[config.mk]
export PLATFORM = sky130hd
export DESIGN_NAME = pixel_word_writer
export DESIGN_NICKNAME = d
export VERILOG_FILES = /design/src/rtl/pixel_word_writer.sv
export SDC_FILE = /design/constraint.sdc
export NUM_CORES = 1
export LEC_CHECK = 0
export ABC_CLOCK_PERIOD_IN_PS = 9900
export CELL_PAD_IN_SITES_DETAIL_PLACEMENT = 1
export CELL_PAD_IN_SITES_GLOBAL_PLACEMENT = 1
export CORE_UTILIZATION = 50
export DETAILED_ROUTE_END_ITERATION = 16
export PLACE_DENSITY = 0.88
export SYNTH_ARGS = -nofsm -noshare
export SYNTH_HDL_FRONTEND = slang
export SYNTH_SLANG_ARGS = --single-unit
[constraint.sdc]
create_clock -name clk -period 9.9 [get_ports clk]
set_clock_uncertainty 0.1 [all_clocks]
set_input_delay 1.98 -clock clk [delete_from_list [all_inputs] [get_ports clk]]
set_output_delay 1.98 -clock clk [all_outputs]
set_load 0.05 [all_outputs]
[src/rtl/pixel_word_writer.sv]
// Packs the downscaler's 8-bit pixel stream into little-endian 32-bit words,
// queues them in a small FIFO and drains them over a req/ack memory write port.
module pixel_word_writer #(
    parameter int ADDR_W     = 16,
    parameter int FIFO_DEPTH = 8
) (
    input  logic              clk,
    input  logic              rst_n,
    input  logic              i_start,
    input  logic [ADDR_W-1:0] i_base_addr,
    input  logic [ADDR_W-1:0] i_num_pixels,
    input  logic [7:0]        i_pixel,
    input  logic              i_valid,
    output logic [ADDR_W-1:0] o_mem_addr,
    output logic [31:0]       o_mem_wdata,
    output logic [3:0]        o_mem_be,
    output logic              o_mem_we,
    input  logic              i_mem_ack,
    output logic              o_busy,
    output logic              o_done,
    output logic              o_overflow
);

    localparam int              PTR_W     = $clog2(FIFO_DEPTH);
    localparam int              ENTRY_W   = ADDR_W + 36;
    localparam logic [PTR_W:0]  DEPTH_CNT = (PTR_W + 1)'(FIFO_DEPTH);

    typedef enum logic [1:0] {
        IDLE  = 2'd0,
        RUN   = 2'd1,
        FLUSH = 2'd2,
        DONE  = 2'd3
    } state_t;

    // Byte enables for a word whose highest filled lane is 'lane'.
    function automatic logic [3:0] be_for_lane(input logic [1:0] lane);
        case (lane)
            2'd0:    return 4'b0001;
            2'd1:    return 4'b0011;
            2'd2:    return 4'b0111;
            default: return 4'b1111;
        endcase
    endfunction

    state_t               state_r, state_next_s;
    logic [ADDR_W-1:0]    waddr_r;
    logic [ADDR_W-1:0]    num_r;
    logic [ADDR_W-1:0]    pix_cnt_r;
    logic [1:0]           lane_r;
    logic [31:0]          pack_r;

    logic [ENTRY_W-1:0]   fifo_mem_r [FIFO_DEPTH];
    logic [PTR_W-1:0]     wr_ptr_r, rd_ptr_r, rd_ptr_next_s;
    logic [PTR_W:0]       cnt_r, cnt_next_s, cnt_after_pop_s;

    logic [ADDR_W-1:0]    mem_addr_r;
    logic [31:0]          mem_wdata_r;
    logic [3:0]           mem_be_r;
    logic                 mem_we_r;
    logic                 busy_r;
    logic                 done_r;
    logic                 overflow_r;

    logic                 start_s;
    logic                 accept_px_s;
    logic [ADDR_W-1:0]    pix_cnt_inc_s;
    logic                 last_px_s;
    logic                 word_done_s;
    logic [31:0]          lane_data_s;
    logic                 full_s;
    logic                 pop_s;
    logic                 push_s;
    logic                 drop_s;
    logic [ENTRY_W-1:0]   entry_s;
    logic [ENTRY_W-1:0]   head_next_s;

    assign o_mem_addr  = mem_addr_r;
    assign o_mem_wdata = mem_wdata_r;
    assign o_mem_be    = mem_be_r;
    assign o_mem_we    = mem_we_r;
    assign o_busy      = busy_r;
    assign o_done      = done_r;
    assign o_overflow  = overflow_r;

    // Packing, FIFO bookkeeping and head-of-queue selection.
    always_comb begin
        start_s         = (state_r == IDLE) && i_start;
        accept_px_s     = (state_r == RUN) && i_valid;
        pix_cnt_inc_s   = pix_cnt_r + ADDR_W'(1);
        last_px_s       = accept_px_s && (pix_cnt_inc_s == num_r);
        word_done_s     = accept_px_s && ((lane_r == 2'd3) || last_px_s);
        lane_data_s     = pack_r | ({24'd0, i_pixel} << {lane_r, 3'b000});
        entry_s         = {waddr_r, lane_data_s, be_for_lane(lane_r)};
        full_s          = (cnt_r == DEPTH_CNT);
        pop_s           = mem_we_r && i_mem_ack;
        // A full FIFO still accepts a word when the head leaves on the same edge.
        push_s          = word_done_s && (!full_s || pop_s);
        drop_s          = word_done_s && full_s && !pop_s;
        rd_ptr_next_s   = rd_ptr_r;
        cnt_after_pop_s = cnt_r;
        if (pop_s) begin
            rd_ptr_next_s   = rd_ptr_r + PTR_W'(1);
            cnt_after_pop_s = cnt_r - (PTR_W + 1)'(1);
        end else begin
            rd_ptr_next_s   = rd_ptr_r;
            cnt_after_pop_s = cnt_r;
        end
        if (push_s) begin
            cnt_next_s = cnt_after_pop_s + (PTR_W + 1)'(1);
        end else begin
            cnt_next_s = cnt_after_pop_s;
        end
        // When the queue drains to empty the pushed word becomes the head directly.
        head_next_s = {mem_addr_r, mem_wdata_r, mem_be_r};
        if (cnt_next_s == (PTR_W + 1)'(0)) begin
            head_next_s = {mem_addr_r, mem_wdata_r, mem_be_r};
        end else if (push_s && (cnt_after_pop_s == (PTR_W + 1)'(0))) begin
            head_next_s = entry_s;
        end else begin
            head_next_s = fifo_mem_r[rd_ptr_next_s];
        end
    end

    // Frame sequencing.
    always_comb begin
        state_next_s = state_r;
        case (state_r)
            IDLE: begin
                if (i_start) begin
                    if (i_num_pixels == {ADDR_W{1'b0}}) begin
                        state_next_s = DONE;
                    end else begin
                        state_next_s = RUN;
                    end
                end else begin
                    state_next_s = IDLE;
                end
            end
            RUN: begin
                if (last_px_s) begin
                    state_next_s = FLUSH;
                end else begin
                    state_next_s = RUN;
                end
            end
            FLUSH: begin
                if (cnt_next_s == (PTR_W + 1)'(0)) begin
                    state_next_s = DONE;
                end else begin
                    state_next_s = FLUSH;
                end
            end
            DONE:    state_next_s = IDLE;
            default: state_next_s = IDLE;
        endcase
    end

    // State register and registered status outputs.
    always_ff @(posedge clk or negedge rst_n) begin
        if (!rst_n) begin
            state_r <= IDLE;
            busy_r  <= 1'b0;
            done_r  <= 1'b0;
        end else begin
            state_r <= state_next_s;
            busy_r  <= (state_next_s == RUN) || (state_next_s == FLUSH);
            done_r  <= (state_next_s == DONE);
        end
    end

    // Pixel packing, word address and overflow flag.
    always_ff @(posedge clk or negedge rst_n) begin
        if (!rst_n) begin
            waddr_r    <= {ADDR_W{1'b0}};
            num_r      <= {ADDR_W{1'b0}};
            pix_cnt_r  <= {ADDR_W{1'b0}};
            lane_r     <= 2'd0;
            pack_r     <= 32'd0;
            overflow_r <= 1'b0;
        end else if (start_s) begin
            waddr_r    <= i_base_addr;
            num_r      <= i_num_pixels;
            pix_cnt_r  <= {ADDR_W{1'b0}};
            lane_r     <= 2'd0;
            pack_r     <= 32'd0;
            overflow_r <= 1'b0;
        end else begin
            if (accept_px_s) begin
                pix_cnt_r <= pix_cnt_inc_s;
                if (word_done_s) begin
                    // Dropped words still advance the address.
                    waddr_r <= waddr_r + ADDR_W'(1);
                    lane_r  <= 2'd0;
                    pack_r  <= 32'd0;
                end else begin
                    lane_r  <= lane_r + 2'd1;
                    pack_r  <= lane_data_s;
                end
            end
            if (drop_s) begin
                overflow_r <= 1'b1;
            end
        end
    end

    // FIFO pointers and registered write-port head.
    always_ff @(posedge clk or negedge rst_n) begin
        if (!rst_n) begin
            wr_ptr_r    <= {PTR_W{1'b0}};
            rd_ptr_r    <= {PTR_W{1'b0}};
            cnt_r       <= {(PTR_W + 1){1'b0}};
            mem_we_r    <= 1'b0;
            mem_addr_r  <= {ADDR_W{1'b0}};
            mem_wdata_r <= 32'd0;
            mem_be_r    <= 4'd0;
        end else begin
            if (push_s) begin
                wr_ptr_r <= wr_ptr_r + PTR_W'(1);
            end
            rd_ptr_r <= rd_ptr_next_s;
            cnt_r    <= cnt_next_s;
            mem_we_r <= (cnt_next_s != (PTR_W + 1)'(0));
            {mem_addr_r, mem_wdata_r, mem_be_r} <= head_next_s;
        end
    end

    // FIFO storage; contents are meaningless outside the pointer window.
    always_ff @(posedge clk) begin
        if (push_s) begin
            fifo_mem_r[wr_ptr_r] <= entry_s;
        end
    end

endmodule

==> results of run 1 <==
-- registers in the layout (all words and copies together) (netlist names) --
signal,count
waddr_r,16
o_overflow,1
rd_ptr_r,3
state_r,2
pack_r,32
o_mem_addr,16
o_mem_we,1
pix_cnt_r,16
num_r,16
wr_ptr_r,3
o_done,1
o_busy,1
o_mem_wdata,32
cnt_r,4
o_mem_be,4
lane_r,2
fifo_mem_r,408
-- worst min-delay path by stage --
stage,startpoint,to,depth (start not counted)
floorplan,num_r[10],num_r[10],2
global placement,o_mem_be[0],o_mem_be[0],1
detailed placement,o_mem_be[0],o_mem_be[0],1
CTS,o_mem_be[0],o_mem_be[0],1
global route,o_mem_be[0],o_mem_be[0],1
finish,o_mem_be[0],o_mem_be[0],1
-- layout by cell type (no fill, tap or decap), drive strengths merged, types with 33 or more instances in the layout --
cell type      count
nor2              64
edfxtp           408
o21ai             68
clkdlybuf4s50     99
a311oi            51
nand2            508
buf               33
clkbuf            80
nand3            123
a221o             51
nor3              63
a31oi             53
dfrtp            150
a21o              34
xnor2             34
and3              55
-- cells by family after synthesis --
| group | count (synthesis) |
|---|---|
| mux | 5 |
| flops | 558 |
| xor+xnor | 49 |
| buf+inv | 140 |
| fa+ha+maj | 12 |
| compound gates | 289 |
| simple gates | 868 |
-- final cells by class --
| type | instances | area, sq um | area share |
|---|---|---|---|
| Timing Repair Buffer | 132 | 1240 | 0.0463 |
| Clock inverter | 28 | 354 | 0.0132 |
| Multi-Input combinational cell | 1223 | 6740 | 0.251 |
| Tap cell | 600 | 751 | 0.0280 |
| Inverter | 14 | 58.8 | 0.00219 |
| Sequential cell | 558 | 16000 | 0.596 |
| Clock buffer | 80 | 1690 | 0.0628 |
-- power groups by stage --
| stage | registers (W) | logic (W) | clock network [W] |
|---|---|---|---|
| after global routing | 0.00346 | 0.00429 | 0.00243 |
| final | 0.00343 | 0.00399 | 0.00233 |
| after CTS | 0.00342 | 0.00397 | 0.00235 |
| after floorplan | 0.00370 | 0.00230 | 0 |
| after detailed placement | 0.00345 | 0.00388 | 0 |
| after global placement | 0.00342 | 0.00359 | 0 |
-- stage by stage --
step	std cells	power (W)	hold WS (ns)
2_1_floorplan	1921	0.00599	0.365
3_3_place_gp	2527	0.00701	0.358
3_5_place_dp	2527	0.00733	0.357
4_1_cts	2635	0.00975	0.377
5_1_grt	2635	0.0102	0.415
6_report	2635	0.00975	0.366
-- critical path: cells and delay by family --
kind	cells	cell delay [ns]
AND/OR/NAND/NOR	7	2.23
buffers and inverters	4	1.66
AO/OA/AOI/OAI	1	0.36
-- per-layer routing --
layer,vias up,GRT usage,share of wire
met5,-,0,0
met4,0,0.128,0.034
met3,187,0.0474,0.064
met2,729,0.526,0.52
met1,8691,0.375,0.39
li1,7162,-,-
==> results.sh, run 1 <==
export IMPL_place_area_sq_mm=0.0248
export IMPL_ctsLongestPathBuffers=3
export IMPL_die_area_sq_mm=0.0472
export IMPL_cts_tree="built"
export IMPL_post_drt_wl_per_cell_um=26.5
export IMPL_synth_compound_area_share=0.0928
export IMPL_hpwl_mm=38.4
export IMPL_yosysTopAreaCellShare=0.529
export IMPL_final_core_util=0.589
export IMPL_hold_viol=0
export IMPL_power_internal_w=0.00574
export IMPL_setup_violations=0
export IMPL_worst_path_max_fanout=49
export IMPL_synth_warning_count=0
export IMPL_startpoint="i_valid"
export IMPL_post_cts_resized=0
export IMPL_clk_pin_slew_ns=0.06
export IMPL_gp_congestion=0.825
export IMPL_dr_first_iter_drc_count=1586
export IMPL_clk_latency_ns=0.62
export IMPL_synth_xor_area_frac=0.0191
export IMPL_p_leak_nw=10.2
export IMPL_coreArea_sq_mm=0.0456
export IMPL_r2r_end="fifo_mem_r[7][23]"
export IMPL_max_freq_mhz=164
export IMPL_dieWidth_um=217
export IMPL_routed_wl_mm=69.7
export IMPL_combPwrFrac=0.410
export IMPL_syn_nets=1978
export IMPL_io_pins=101
export IMPL_syn_area_per_cell_sq_um=12.1
export IMPL_rows=78
export IMPL_syn_inst=1921
export IMPL_via_count=16769
export IMPL_power_density_mw_per_mm2=363
export IMPL_clock_sinks=558
export IMPL_grt_overflow=0
export IMPL_period_needed_ns=6.10
export IMPL_cts_setup_buffers=0
export IMPL_cp_slowest_cell="nor2_4"
export IMPL_worst_pin_slew_ns=1.16
export IMPL_arrival_ns=6.28
export IMPL_reg2reg_depth=10
export IMPL_yosysTopAreaCell="edfxtp_1"
export IMPL_ir_drop_mv=0.252
export IMPL_crit_chain="clkdlybuf4s50_1 -> and3b_2 -> buf_4 -> nand3_1 -> nor3_1 -> nand4_1 -> o41a_1 -> buf_4 -> nor2_2 -> nand2_1 -> nor2_4 -> buf_4"
export IMPL_startpoint_type="input port"
export IMPL_place_ws_ns=3.16
export IMPL_die_y_um=217
export IMPL_final_area_sq_mm=0.0268
export IMPL_drt_pass1_iterations=5
export IMPL_syn_area_sq_mm=0.0232
export IMPL_ys_seq_area_frac=0.690
export IMPL_hp_class="reg -> reg"
export IMPL_start_util=0.509
export IMPL_max_cap_viol_count=0
export IMPL_viasPerCell=6.36
export IMPL_postCtsHoldBufs=0
export IMPL_grt_max_degree=106
export IMPL_relSlewSlack=0.230
export IMPL_ys_types=54
export IMPL_ys_top_cells_by_count="nand2_1 (508), edfxtp_1 (408), dfrtp_1 (150), nand3_1 (123), clkbuf_1 (99)"
export IMPL_rsz0062_at_grt="no"
export IMPL_path_class="in -> reg"
export IMPL_async_reset_ff_frac=0.269
export IMPL_synthToLayoutAreaGrowth_pct=15.8
export IMPL_min_period_over_period=0.616
export IMPL_synth_edf_count=408
export IMPL_outcome="finished, final reports clean"
export IMPL_cts_buffers=57
export IMPL_path_common_cell="buf_4"
export IMPL_fillers=4477
export IMPL_muxShareOfSynthArea=0.00221
export IMPL_yosys_area_share_adder=0.00648
export IMPL_synth_top_family_by_area="simple AND/OR/NAND/NOR gates"
export IMPL_cts_root_buf="clkbuf_16"
export IMPL_synth_most_common_cell="nand2_1"
export IMPL_num_nets_final=2043
export IMPL_grt_total_usage=0.302
export IMPL_drv_slew=0
export IMPL_seqPwrFrac=0.351
export IMPL_finalSetupTns_ns=0
export IMPL_io_buffers=100
export IMPL_ys_ff_latch=558
export IMPL_p_switching_w=0.00401
export IMPL_layout_setup_ws_ns=3.80
export IMPL_r2r_start="pix_cnt_r[4]"
export IMPL_antenna_left=0
export IMPL_antenna_found_initial=0
export IMPL_grt_pass1_vias=18443
export IMPL_grt_pass1_wl_mm=108
export IMPL_clkPwrFrac=0.239
export IMPL_reg2reg_slack_ns=4.64
export IMPL_critPathMaxStageDelay_ns=0.93
export IMPL_p_sw_frac=0.412
export IMPL_diodes=0
export IMPL_synthTopCellsByArea="edfxtp_1 (53%), dfrtp_1 (16%), nand2_1 (8.2%)"
export IMPL_layout_drive_gt1_share=0.0781
export IMPL_cts_max_level=2
export IMPL_cp_end_kind="flip-flop"
export IMPL_drcViolationCount=0
export IMPL_yosys_area_share_simple=0.165
export IMPL_crit_path_end="fifo_mem_r[7][23]"
export IMPL_ys_flop_type="edfxtp_1"
export IMPL_required_ns=10.08
Power figures use the tool's default switching activity.
==> run 2, diff against run 1 <==
Settings changed: ABC_CLOCK_PERIOD_IN_PS 9900 to 5500, CORE_UTILIZATION 50 to 45, PLACE_DENSITY 0.88 to 0.84.
Clock period 9.9 ns to 5.5 ns, I/O delays scaled along.
==> results.sh, run 2 (synthesized netlist as in run 1, its figures left out) <==
export IMPL_outcome="finished, final reports clean"
export IMPL_startpoint="pix_cnt_r[4]"
export IMPL_io_pins=101
export IMPL_max_freq_mhz=219
export IMPL_postCtsHoldBufs=0
export IMPL_p_leak_nw=10.1
export IMPL_rows=82
export IMPL_seqPwrFrac=0.356
export IMPL_cts_setup_buffers=0
export IMPL_start_util=0.459
export IMPL_final_common_cell="nand2_1"
export IMPL_relSlewSlack=0.226
export IMPL_setup_violations=0
export IMPL_drv_slew=0
export IMPL_fillers=5135
export IMPL_clk_pin_slew_ns=0.06
export IMPL_die_y_um=229
export IMPL_path_class="reg -> reg"
export IMPL_cts_buffers=56
export IMPL_num_nets_final=2044
export IMPL_cts_tree="built"
export IMPL_gp_congestion=0.834
export IMPL_power_internal_w=0.0102
export IMPL_clk_latency_ns=0.62
export IMPL_largest_reg_flops=408
export IMPL_top_usage_layer="met2"
export IMPL_grt_total_usage=0.263
export IMPL_p_sw_frac=0.412
export IMPL_gr_usage_met3=0.0356
export IMPL_via_count=16593
export IMPL_hold_viol=0
export IMPL_drcViolationCount=0
export IMPL_reg2reg_depth=9
export IMPL_cp_end_kind="flip-flop"
export IMPL_combPwrFrac=0.414
export IMPL_startpoint_type="flip-flop"
export IMPL_p_switching_w=0.00717
export IMPL_io_buffers=100
export IMPL_period_needed_ns=4.57
export IMPL_hpwl_mm=37.3
export IMPL_place_ws_ns=0.777
export IMPL_crit_path_end="fifo_mem_r[3][47]"
export IMPL_grt_pass1_wl_mm=106
export IMPL_ir_drop_mv=0.707
export IMPL_antenna_found_initial=0
export IMPL_clkPwrFrac=0.230
export IMPL_power_density_mw_per_mm2=644
export IMPL_reg2reg_slack_ns=0.93
export IMPL_hold_ws_ns=0.377
export IMPL_grt_max_degree=205
export IMPL_final_core_util=0.535
export IMPL_worst_pin_slew_ns=1.16
export IMPL_die_area_sq_mm=0.0524
export IMPL_cts_root_buf="clkbuf_16"
export IMPL_required_ns=5.65
export IMPL_hp_class="reg -> reg"
export IMPL_synthToLayoutAreaGrowth_pct=16.6
export IMPL_finalSetupTns_ns=0
export IMPL_clock_sinks=558
export IMPL_grt_pass1_vias=18102
export IMPL_r2r_end="fifo_mem_r[3][47]"
export IMPL_r2r_start="pix_cnt_r[4]"
export IMPL_post_cts_resized=0
export IMPL_layout_drive_gt1_share=0.0747
export IMPL_post_drt_wl_per_cell_um=25.3
export IMPL_rsz0062_at_grt="no"
export IMPL_arrival_ns=4.71
export IMPL_grt_met2_usage=0.463
export IMPL_cts_max_level=2
export IMPL_ctsLongestPathBuffers=3
export IMPL_routed_wl_mm=68.6
export IMPL_dieWidth_um=229
export IMPL_power_w=0.0174
export IMPL_antenna_left=0
export IMPL_dr_first_iter_drc_count=1500
export IMPL_worst_path_max_fanout=31
export IMPL_regMostFlops="fifo_mem_r"
export IMPL_grt_overflow=0
export IMPL_drt_pass1_iterations=5
export IMPL_coreArea_sq_mm=0.0505
export IMPL_max_cap_viol_count=0
export IMPL_viasPerCell=6.13
export IMPL_use_met1=0.333
export IMPL_layout_setup_ws_ns=0.933
export IMPL_mostFrequentLayoutCells="nand2_1 (508), edfxtp_1 (408), dfrtp_1 (150), nand3_1 (123), clkdlybuf4s50_1 (99)"
export IMPL_min_period_over_period=0.830
==> run 2: layout make-up <==
cell class / instances / area, sq um / area share
diodes: 1 / 2.50 / 0.0000926
clock buffers: 70 / 1510 / 0.0557
clock inverters: 36 / 415 / 0.0154
inverters: 14 / 60.1 / 0.00222
multi-input cells: 1223 / 6770 / 0.250
flip-flops and latches: 558 / 16000 / 0.592
well taps: 672 / 841 / 0.0311
repair buffers: 134 / 1430 / 0.0530
==> run 2: power by group through the flow <==
stage / registers [W] / logic, W / clock network, W
final: 0.00620 / 0.00720 / 0.00400
after CTS: 0.00619 / 0.00720 / 0.00403
after global routing: 0.00626 / 0.00775 / 0.00417
after detailed placement: 0.00626 / 0.00705 / 0
after floorplan: 0.00665 / 0.00414 / 0
after global placement: 0.00621 / 0.00660 / 0
==> run 2: metal layers <==
metal | up-vias | wire [um]
met2 | 676 | 35300
met3 | 131 | 4470
met1 | 8621 | 27000
li1 | 7165 | -
met4 | 0 | 1800
met5 | - | 0
==> run 2: worst min path at each step <==
stage | slack (ns) | cells after the start | startpoint | to
after floorplan | 0.37 | 2 | num_r[10] | num_r[10]
after global placement | 0.37 | 1 | o_mem_be[0] | o_mem_be[0]
after detailed placement | 0.36 | 1 | o_mem_be[0] | o_mem_be[0]
after CTS | 0.39 | 1 | o_mem_be[0] | o_mem_be[0]
after global routing | 0.40 | 1 | o_mem_be[0] | o_mem_be[0]
final | 0.38 | 1 | o_mem_be[0] | o_mem_be[0]
==> run 2: critical path, stage by stage, from the launching register on <==
cell and delay [ns]:
dfrtp_1 0.47, nand4_1 0.50, nor4_1 0.67, xnor2_1 0.24, nand4b_4 0.17, o41a_1 0.49, nor2_2 0.35, nand2_1 0.29
nor3b_2 0.34, buf_4 0.54
==> run 2: stage by stage <==
step,area [sq um],cells
after floorplan,23200,1921
after global placement,25100,2601
after detailed placement,25100,2601
after CTS,27000,2707
after global routing,27000,2707
final,27000,2708
==> edit 1 (flow settings as in run 2) <==
Encoding of `state_t`: now one-hot (4 bits for 4 states).
--- a/src/rtl/pixel_word_writer.sv
+++ b/src/rtl/pixel_word_writer.sv
@@ -25,11 +25,11 @@
     localparam int              ENTRY_W   = ADDR_W + 36;
     localparam logic [PTR_W:0]  DEPTH_CNT = (PTR_W + 1)'(FIFO_DEPTH);
 
-    typedef enum logic [1:0] {
-        IDLE  = 2'd0,
-        RUN   = 2'd1,
-        FLUSH = 2'd2,
-        DONE  = 2'd3
+    typedef enum logic [3:0] {
+        IDLE  = 4'b0001,
+        RUN   = 4'b0010,
+        FLUSH = 4'b0100,
+        DONE  = 4'b1000
     } state_t;
 
     // Byte enables for a word whose highest filled lane is 'lane'.
Function: no difference found for any inputs over 4 cycles, from zero or initial values and one cycle with rst_n low; so few cycles prove little.
==> edit 1 against run 2 <==
- sequential power down 7.6%
- sequential share of layout area down 0.31 points
- total power down 8.4%
- setup slack worse by 0.36 ns
- synthesized area up 0.69%
- sequential cell count up 2
- non-clock buffer count up 2
- synthesized cell count down 23%
- final area up 0.84%
- routed wire length down 11%
- critical path type unchanged
- highest routed layer unchanged
==> edit 1: results (changes against run 2) <==
| Metric | Value |
|---|---|
| Status | completed |
| Hold crit path type | flip-flop to flip-flop |
| R2R depth | 10 (+1) |
| Leak | 10.7 nW (+5.8%) |
| Cell variety after synth | 67 (+24%) |
| Worst path slowest cell | buf_4 |
| Syn nets | 1543 (-22%) |
| Inserted Clock Buffers | 55 (-1.8%) |
| Sequential area share after synthesis | 68.8% (-0.25 points) |
| Max incr delay on CP | 0.63 ns (-0.04 ns) |
| Total GRT Usage | 23.5% (-2.8 points) |
| I/O Buffers | 100 (unchanged) |
| Asr flop ratio synth | 27.1% (+0.26 points) |
| Synth area leaders | edfxtp_1 (52%), dfrtp_1 (16%), mux4_2 (9.8%), nand2_1 (3.6%), mux2i_1 (3.1%) |
| Placed Area | 0.0254 mm² (+1.3%) |
| Hold slack | 0.396 ns (+0.0190 ns) |
| # diodes | 0 (-1) |
| Routed wire length | 61100 µm (-11%) |
| Worst hold stages | 2 (+1) |
| Layout cell share with drive strength beyond 1 | 17.3% (+9.8 points) |
| Placer congestion estimate | 0.837 (+0.34%) |
| DRT Pass-1 Iters | 5 (unchanged) |
| Largest net degree at the start of global routing | 89 (-57%) |
| DRT iter0 DRCs | 1143 (-24%) |
| Worst Hold Launch | num_r[4] |
| Number of global-route vias before repair | 15285 (-16%) |
| Filler cells | 4843 (-5.7%) |
| Worst Setup SP | pix_cnt_r[0] |
| First-pass GRT wire length | 93000 µm (-12%) |
| Max VDD drop | 0.000357 V (-50%) |
| Post-cts resize count | 0 (unchanged) |
| CP arrival | 5.07 ns (+0.36 ns) |
| Post-synth EDFFs | 408 (unchanged) |
| Final HPWL DP | 36300 µm (-2.7%) |
| Final net count | 1661 (-19%) |
| Hold path endpoint | num_r[4] |
| FF-to-FF End | fifo_mem_r[1][51] |
| DR vias | 13722 (-17%) |
| Crit path max fanout | 35 (+13%) |
| Least-Margin Pin Slew | 1.31 ns (+0.153 ns) |
| Synth top cells by count | edfxtp_1 (408), nand2_1 (224), dfrtp_1 (151), mux4_2 (102), mux2i_1 (73) |
| Flop2flop setup slack | 0.57 ns (-0.36 ns) |
| Family with the most delay on the worst path | simple AND/OR/NAND/NOR gates |
==> edit 1: final cells by class <==
type	instances	area, µm²	share of cell area [%]
Sequential cell	560	16100	58.9
Tap cell	680	851	3.12
Clock buffer	82	1590	5.83
Timing Repair Buffer	136	1410	5.17
Multi-Input combinational cell	803	6930	25.4
Clock inverter	21	238	0.872
Inverter	49	185	0.679
==> edit 1: cells by family (layout without fill, tap and decap cells) <==
group | after synthesis | after routing | share of synthesized area, %
buffers and inverters | 124 | 288 | 2.17
muxes | 215 | 215 | 15.3
xor gates and xnor gates | 39 | 39 | 1.46
AOI/OAI and AO/OA | 151 | 151 | 4.20
DFF | 560 | 560 | 68.8
adders and majority gates | 11 | 11 | 0.590
and+or+nand+nor | 387 | 387 | 7.51
==> edit 1: worst max-delay path by stage <==
stage                        endpoint  slack [ns]  cells after the start
floorplan           fifo_mem_r[6][10]       -1.46                     13
detailed placement  fifo_mem_r[1][51]        0.48                      9
finish              fifo_mem_r[1][51]        0.57                     10
global route        fifo_mem_r[1][26]        0.39                     10
CTS                 fifo_mem_r[1][26]        0.63                     10
global placement    fifo_mem_r[1][41]        0.73                      9
==> edit 1: where the power goes <==
part	leakage, nW	internal [mW]	switching, mW
logic	4.08	2.76	3.61
registers	5.76	5.20	0.530
clock network	0.897	2.23	1.61
==> edit 1: metal layers <==
metal  part of all wire [%]  track usage (%)  wire (µm)
met2                     51             40.8      31300
met1                     40             29.6      24700
met3                    4.9             3.89       2970
met5                      0                0          0
met4                    3.4             8.86       2100
==> edit 1: worst min-delay path, stage by stage, from the launching register on <==
cell and delay [ns]:
dfrtp_1 0.35, nand2_1 0.06, nand2_1 0.06
==> edit 1: through the flow <==
step                      power [mW]  setup WS (ns)  cells  TNS, ns  util [%]
after floorplan                 10.0          -1.46   1487  -357.42         -
after global placement          11.8          0.735   2228        0      49.6
after detailed placement        12.1          0.480   2228        0      49.6
after CTS                       16.1          0.627   2331        0      53.1
after global routing            16.6          0.390   2331        0      53.1
final                           15.9          0.571   2331        0      53.1
==> edit 2 (config.mk and constraints of run 2) <==
Without the edit above. The parameter `FIFO_DEPTH` goes from 8 to 4.
--- a/src/rtl/pixel_word_writer.sv
+++ b/src/rtl/pixel_word_writer.sv
@@ -2,7 +2,7 @@
 // queues them in a small FIFO and drains them over a req/ack memory write port.
 module pixel_word_writer #(
     parameter int ADDR_W     = 16,
-    parameter int FIFO_DEPTH = 8
+    parameter int FIFO_DEPTH = 4
 ) (
     input  logic              clk,
     input  logic              rst_n,
Function: same outputs for any inputs over 4 cycles, from zero or initial values and one cycle with rst_n low; that may be too few to reach the edited logic, so the function may still have changed.
==> edit 2 against run 2 <==
- cell count is 39% lower
- largest cell class unchanged
- setup slack worse by 0.23 ns
- sequential cell count is 207 lower
- non-clock buffer count is 14 lower
- sequential power is 35% lower
- synthesized area is 34% lower
- final area is 33% lower
- routed wire length is 42% lower
- first-iteration DRC count is 56% lower
- total power is 36% lower
==> edit 2: results (changes against run 2) <==
| Metric | Value |
|---|---|
| Status | completed |
| Number of flip-flops in the largest register | 204 (-50%) |
| Post-synthesis compound-gate area fraction | 6.12% (-3.2 points) |
| # diodes | 0 (-1) |
| Crit path max fanout | 23 (-26%) |
| Post-synthesis mux area share | 15.5% (+15 points) |
| Area share of fa/ha/maj cells after synthesis | 1.22% (+0.58 points) |
| DP Worst Slack | 0.632 ns (-0.145 ns) |
| Routed wire length | 39400 µm (-42%) |
| Max incr delay on CP | 0.69 ns (+0.02 ns) |
| Placer congestion estimate | 0.761 (-8.8%) |
| DP Cell Count | 1574 (-39%) |
| Layout cell share with drive strength beyond 1 | 15.7% (+8.3 points) |
| Placed Area | 0.0169 mm² (-33%) |
| Leak | 7.46 nW (-27%) |
| Synth top cells by count | edfxtp_1 (204), dfrtp_1 (147), nand2_1 (115), mux2i_1 (72), inv_1 (58) |
| Clock latency on the worst-skew pair | 0.53 ns (-0.09 ns) |
| Largest net degree at the start of global routing | 94 (-54%) |
| Synth area leaders | edfxtp_1 (40%), dfrtp_1 (24%), mux4_2 (7.5%), mux2i_1 (4.7%), nand2_1 (2.8%) |
| Post-synth EDFFs | 204 (-50%) |
| WL per Instance | 24.0 µm (-5.2%) |
| Asr flop ratio synth | 41.9% (+15 points) |
| Cell variety after synth | 62 (+15%) |
| CP arrival | 4.93 ns (+0.22 ns) |
| DRT iter0 DRCs | 658 (-56%) |
| Internal power | 6.88 mW (-33%) |
| Slew HR | 19.0% (-3.6 points) |
| Number of global-route vias before repair | 10618 (-41%) |
| Post-route clock period utilization | 87.2% (+4.2 points) |
| Sequential area share after synthesis | 63.9% (-5.1 points) |
edit 2: cell types whose count changed after synthesis, sizes merged, moves of 56 or more:
cell	run 2	this run
mux2i	4	72
nor3	63	7
nand3	123	18
edfxtp	408	204
nand2	508	116
clkbuf	99	28
edit 2: layout make-up:
cell class                 instances  area (µm²)  share of cell area (%)
timing repair buffer             120        1210                    6.71
clock buffer                      51        1050                    5.81
multi-input combinational        597        5100                    28.2
tap                              448         561                    3.10
inverter                          58         218                    1.20
sequential                       351        9800                    54.2
clock inverter                    17         150                   0.830
edit 2: worst paths after layout:
path                                   start                 to  slack, ns  cells past startpoint
worst max-delay path            pix_cnt_r[3]  fifo_mem_r[1][35]       0.70                      9
max in group asynchronous              rst_n      pix_cnt_r[11]       3.66                      2
worst min-delay path             o_mem_be[0]        o_mem_be[0]       0.37                      1
worst min register to register   o_mem_be[0]        o_mem_be[0]       0.37                      1
min in group asynchronous              rst_n    o_mem_wdata[22]       0.56                      1
worst max register to register  pix_cnt_r[3]  fifo_mem_r[1][35]       0.70                      9
edit 2: metal layers:
metal / vias to the layer above / share of wire [%] / GRT usage [%]
li1: 4112 / - / -
met1: 4915 / 41 / 29.3
met2: 264 / 51 / 40.5
met3: 87 / 4.5 / 3.57
met4: 0 / 3.2 / 9.21
met5: - / 0 / 0
edit 2: power by group through the flow:
stage / combinational (mW) / clock (mW) / sequential, mW
5_1_grt: 4.85 / 2.62 / 4.11
2_1_floorplan: 2.55 / 0 / 4.58
3_5_place_dp: 4.49 / 0 / 4.07
4_1_cts: 4.58 / 2.54 / 4.04
3_3_place_gp: 4.28 / 0 / 4.03
6_report: 4.53 / 2.50 / 4.05
